### src/rtl/inst_mem_arb.sv
// inst_mem_arb: arbitrates a CPU instruction fetch port and a loader/debug
// port onto one synchronous single-port instruction memory (1-cycle read).
// Default build: loader wins contention, and a starvation guard forces a
// fetch grant after STARVE_MAX consecutive denied contended cycles.
// Define INST_ARB_RR_EN for round-robin arbitration on contention instead.
module inst_mem_arb #(
    parameter int ADDR_W     = 10,
    parameter int STARVE_MAX = 4
) (
    input  logic              clk,
    input  logic              rst,
    input  logic              if_req,
    input  logic [31:0]       if_addr,
    output logic [31:0]       if_inst,
    output logic              if_valid,
    output logic              if_stall,
    input  logic              ld_req,
    input  logic              ld_we,
    input  logic [31:0]       ld_addr,
    input  logic [31:0]       ld_wdata,
    output logic [31:0]       ld_rdata,
    output logic              ld_ack,
    output logic              mem_en,
    output logic              mem_we,
    output logic [ADDR_W-1:0] mem_addr,
    output logic [31:0]       mem_wdata,
    input  logic [31:0]       mem_rdata
);

    logic grant_f_s;
    logic grant_l_s;

    // Response pipeline: which requester owns the memory data next cycle.
    logic f_pend_q, f_pend_d;
    logic l_pend_q, l_pend_d;
    logic l_rd_q, l_rd_d;

    // Byte-address bits outside the word index are deliberately ignored.
    logic unused_addr_s;
    assign unused_addr_s = ^{if_addr[31:ADDR_W+2], if_addr[1:0],
                             ld_addr[31:ADDR_W+2], ld_addr[1:0]};

`ifdef INST_ARB_RR_EN
    // 0: fetch wins the next contention, 1: loader wins it.
    logic rr_q, rr_d;

    // Grant selection: sole requester wins, contention follows the pointer.
    always_comb begin
        grant_f_s = 1'b0;
        grant_l_s = 1'b0;
        rr_d      = rr_q;
        if (rst) begin
            rr_d = 1'b0;
        end else if (if_req && ld_req) begin
            if (!rr_q) begin
                grant_f_s = 1'b1;
                rr_d      = 1'b1;
            end else begin
                grant_l_s = 1'b1;
                rr_d      = 1'b0;
            end
        end else if (if_req) begin
            grant_f_s = 1'b1;
        end else if (ld_req) begin
            grant_l_s = 1'b1;
        end else begin
            grant_f_s = 1'b0;
        end
    end

    // Round-robin pointer register; points to fetch after reset.
    always_ff @(posedge clk) begin
        if (rst) begin
            rr_q <= 1'b0;
        end else begin
            rr_q <= rr_d;
        end
    end
`else
    localparam int CNT_W = $clog2(STARVE_MAX + 2);
    logic [CNT_W-1:0] starve_q, starve_d;

    // Grant selection: loader priority, fetch forced once starved long enough.
    always_comb begin
        grant_f_s = 1'b0;
        grant_l_s = 1'b0;
        starve_d  = starve_q;
        if (rst) begin
            starve_d = '0;
        end else if (if_req && ld_req) begin
            if (starve_q == CNT_W'(STARVE_MAX)) begin
                grant_f_s = 1'b1;
                starve_d  = '0;
            end else begin
                grant_l_s = 1'b1;
                starve_d  = starve_q + CNT_W'(1);
            end
        end else if (if_req) begin
            grant_f_s = 1'b1;
            starve_d  = '0;
        end else if (ld_req) begin
            grant_l_s = 1'b1;
        end else begin
            grant_f_s = 1'b0;
        end
    end

    // Starvation counter register.
    always_ff @(posedge clk) begin
        if (rst) begin
            starve_q <= '0;
        end else begin
            starve_q <= starve_d;
        end
    end
`endif

    // Memory port is driven straight from the winner in its grant cycle.
    always_comb begin
        mem_en    = grant_f_s | grant_l_s;
        mem_we    = grant_l_s & ld_we;
        mem_addr  = '0;
        mem_wdata = 32'd0;
        if (grant_f_s) begin
            mem_addr = if_addr[ADDR_W+1:2];
        end else if (grant_l_s) begin
            mem_addr = ld_addr[ADDR_W+1:2];
            if (ld_we) begin
                mem_wdata = ld_wdata;
            end else begin
                mem_wdata = 32'd0;
            end
        end else begin
            mem_addr = '0;
        end
        if_stall = if_req & ~grant_f_s;
    end

    // Next-state of the response pipeline: the current grant is answered next cycle.
    always_comb begin
        f_pend_d = grant_f_s;
        l_pend_d = grant_l_s;
        l_rd_d   = grant_l_s & ~ld_we;
    end

    // Response pipeline register.
    always_ff @(posedge clk) begin
        if (rst) begin
            f_pend_q <= 1'b0;
            l_pend_q <= 1'b0;
            l_rd_q   <= 1'b0;
        end else begin
            f_pend_q <= f_pend_d;
            l_pend_q <= l_pend_d;
            l_rd_q   <= l_rd_d;
        end
    end

    // Responses are gated by rst so a grant issued just before reset is dropped.
    always_comb begin
        if_valid = f_pend_q & ~rst;
        ld_ack   = l_pend_q & ~rst;
        if (if_valid) begin
            if_inst = mem_rdata;
        end else begin
            if_inst = 32'd0;
        end
        if (ld_ack && l_rd_q) begin
            ld_rdata = mem_rdata;
        end else begin
            ld_rdata = 32'd0;
        end
    end

endmodule

### config.mk
export PLATFORM = sky130hd
export DESIGN_NAME = inst_mem_arb
export DESIGN_NICKNAME = d
export VERILOG_FILES = /design/src/rtl/inst_mem_arb.sv
export SDC_FILE = /design/constraint.sdc
export NUM_CORES = 1
export LEC_CHECK = 0
export CORE_AREA = 2 2 94 96
export CTS_CLUSTER_SIZE = 14
export DETAILED_ROUTE_END_ITERATION = 16
export DIE_AREA = 0 0 96 98
export PLACE_DENSITY = 0.73
export SETUP_SLACK_MARGIN = 0.2
export SLEW_MARGIN = 0
export SYNTH_ARGS = -nofsm -noshare
export SYNTH_HDL_FRONTEND = slang
export SYNTH_SLANG_ARGS = --single-unit
### constraint.sdc
create_clock -name clk -period 3.17 [get_ports clk]
set_input_delay 0.634 -clock clk [delete_from_list [all_inputs] [get_ports clk]]
set_output_delay 0.634 -clock clk [all_outputs]
set_load 0.01 [all_outputs]
==> results of run 1 <==
routing by layer:
metal | vias up | routed length, um | share of wire (%)
met5 | - | 0 | 0
met4 | 0 | 99 | 1.7
met3 | 8 | 744 | 13
met2 | 128 | 3210 | 55
met1 | 804 | 1810 | 31
li1 | 918 | - | -
sequential cells by signal (all words and copies together) (netlist names):
register and count:
starve_q 3, f_pend_q 1, l_pend_q 1, l_rd_q 1
stage by stage:
step           power (mW)  hold slack, ps  instance area [sq um]  std cells  setup WS [ps]
2_1_floorplan       0.150             447                   1090        153           1130
3_3_place_gp        0.331             462                   3200        452           83.4
3_5_place_dp        0.335             469                   3200        452           38.6
4_1_cts             0.454             474                   3280        457            223
5_1_grt             0.474             503                   3280        457            203
6_report            0.450             477                   3280        457            285
repair_timing:
item,in CTS,in global routing
gates resized for setup,5,1
setup endpoints to repair,75,16
pin swaps,1,0
buffers inserted,0,0
gates cloned,2,0
final timing paths:
| kind | start | to | slack (ps) |
|---|---|---|---|
| max | ld_we | mem_wdata[18] | 280 |
| min | starve_q[1] | starve_q[1] | 480 |
| max reg2reg | starve_q[0] | l_rd_q | 1800 |
| min reg2reg | starve_q[1] | starve_q[1] | 480 |
cell usage in the layout (no fill, tap or decap), drive strengths merged:
cell	netlist	layout
a21boi	1	1
a21oi	4	4
a22o	10	10
and2	64	64
and3	32	32
and4b	1	3
buf	8	7
clkbuf	7	3
clkdlybuf4s50	0	196
dfxtp	6	6
dlygate4sd2	0	3
ha	2	2
inv	4	4
nand2	2	2
nand3	3	3
nand4b	1	1
nor2	1	1
nor2b	3	3
nor3	1	1
nor3b	2	2
o21ai	1	1
cell families after synthesis:
family	share of synthesized area, %
adder cells (fa/ha/maj)	2.30
AND/OR/NAND/NOR	64.7
flip-flops	11.0
AO/OA/AOI/OAI	11.4
buffers and inverters	10.6
where the power goes:
group          internal (mW)  switching (mW)  total (mW)  leakage, nW
clock                 0.0816          0.0338       0.115       0.0216
sequential            0.0787         0.00111      0.0798       0.0491
combinational          0.173          0.0819       0.255         1.27
total                  0.333           0.117       0.450         1.34
worst max-delay path, stage by stage:
cell,delay [ps]
clkdlybuf4s50_1,550
and4b_4,380
and2_1,150
clkdlybuf4s50_1,540
cell type report:
class / instances / area (sq um) / area share (%)
sequential: 6 / 120 / 3.66
tap: 108 / 135 / 4.12
multi-input combinational: 130 / 888 / 27.1
clock buffer: 3 / 41.3 / 1.26
timing repair buffer: 206 / 2080 / 63.4
inverter: 4 / 15.0 / 0.458
==> summary.md, run 1 <==
| Metric | Value |
|---|---|
| Final Critical Period | between 2000 and 3000 ps |
| Crit share post-route | 91.0% |
| Run status | finished clean |
| WP data required | 2540 ps |
| DR vias/cell | approximately 4 |
| Number of global-route vias before repair | 1769 |
| Clk root buf | clkbuf_8 |
| Met3 usage | approximately 4.6% |
| Sequential fraction of the synthesis area | 11.0% |
| Die area | 0.00941 sq mm |
| Slew @ Worst Pin | 303 ps |
| Clock-pin slew on the worst setup and hold paths | 40 ps |
| Synthesized flop and latch total | 6 |
| Worst skew pair latency | 220 ps |
| # fillers | approximately 850 |
| CTS tree | built |
| Synth Cell Area | 0.00109 sq mm |
| Post-DR wirelength/cell | around 13 um |
| Worst Skew | between 1.5 and 2 ps |
| Post-layout util | 38.7% |
| Maximum clock rate | approximately 350 MHz |
| Vias | 1858 |
| Register-to-Register Path Depth | 6 |
| Worst Setup End Kind | primary output |
| Max-slew headroom | approximately 80% |
| Hold Crit Depth | 2 |
| Clk sink count | 6 |
| Gpl congestion | between 0.8 and 0.9 |
| CTS HTree Levels | 1 |
| Avg Inst Size Synth | slightly above 7 sq um |
| Die Span Y | 98 um |
| Largest net degree at the start of global routing | 34 |
| Max_cap viols | 0 |
| Number of core rows | 34 |
| DP HPWL | 4760 um |
| Number of remaining DRC errors | 0 |
| Syn nets | 288 |
| Synth top area share | 36.8% |
| Num CTS Buffers | 3 |
| Final ANT Viol Nets | 0 |
| Crit Path Max Fanout | 16 |
| GRT Total Usage | 11.6% |
| Post-synthesis cell count | 153 |
| Nets | 486 |
| Iteration-0 DRC count of the detailed router | 35 |
| First-pass GRT wire length | between 8000 and 9000 um |
| Post-synth top flop | dfxtp_1 |
| Grt ovf | 0 |
| RSZ-0062 raised after global routing | false |
| Share of layout cells above drive strength 1 | 5.73% |
| Starting Density | 12.8% |
| Max Root-Sink Buffers | 2 |
| Worst vdd ir | 0.000104 V |
| Most numerous cell in the Yosys netlist | and2_1 |
| Pwr Density | approximately 140 mW/mm^2 |
| ANT cells | 0 |
| Core outline area | 0.00847 sq mm |
| Largest area contributor in the synthesized netlist | and2_1 |
| Type of the worst setup path | input port to primary output |
| Post-synth EDFFs | 0 |
| Horiz. Die Dim | 96 um |
| Synth top area cells | and2_1 37%, and3_1 18%, dfxtp_1 11% |
| Yosys warns | 0 |
| Leakage Power | 1.34 nW |
| GRT met2 Usage | 24.6% |
| I/O pin total | ~240 |
| Element type at the critical path start | input port |
| Worst min path class | flip-flop to flip-flop |
| Initial antenna violation count | 0 |
| Final Hold Fails | 0 |
| Port bufs | 199 |
| Synth cell count leaders | 64 x and2_1, 32 x and3_1, 10 x a22o_1, 7 x clkbuf_1, 6 x dfxtp_1 |
| Synth-to-layout area growth | 201% |
| Asr flop ratio synth | 0% |
| # setup viols final | 0 |
| Drt pass-1 iters | 4 |
| Routing usage on met1 | a little under a tenth |
| Busiest grt layer | met2 |
| Post-synth cell types | 24 |
| WP data arrival | between 2000 and 2500 ps |
| Setup_tns | 0 ps |
| Max Transition Viols Final | 0 |
| Final wirelength | 5860 um |
| CTS Hold Bufs | 0 |
Note: power is estimated with default switching activity, not from simulation.
==> inputs of run 2 (changes only) <==
--- a/config.mk
+++ b/config.mk
@@ -6,6 +6,7 @@
 export NUM_CORES = 1
 export LEC_CHECK = 0
 export CORE_AREA = 2 2 94 96
+export CTS_CLUSTER_DIAMETER = 80
 export CTS_CLUSTER_SIZE = 14
 export DETAILED_ROUTE_END_ITERATION = 16
 export DIE_AREA = 0 0 96 98
==> results of run 2 <==
Same layout as run 1: the final DEF is identical, and so are final timing and power.
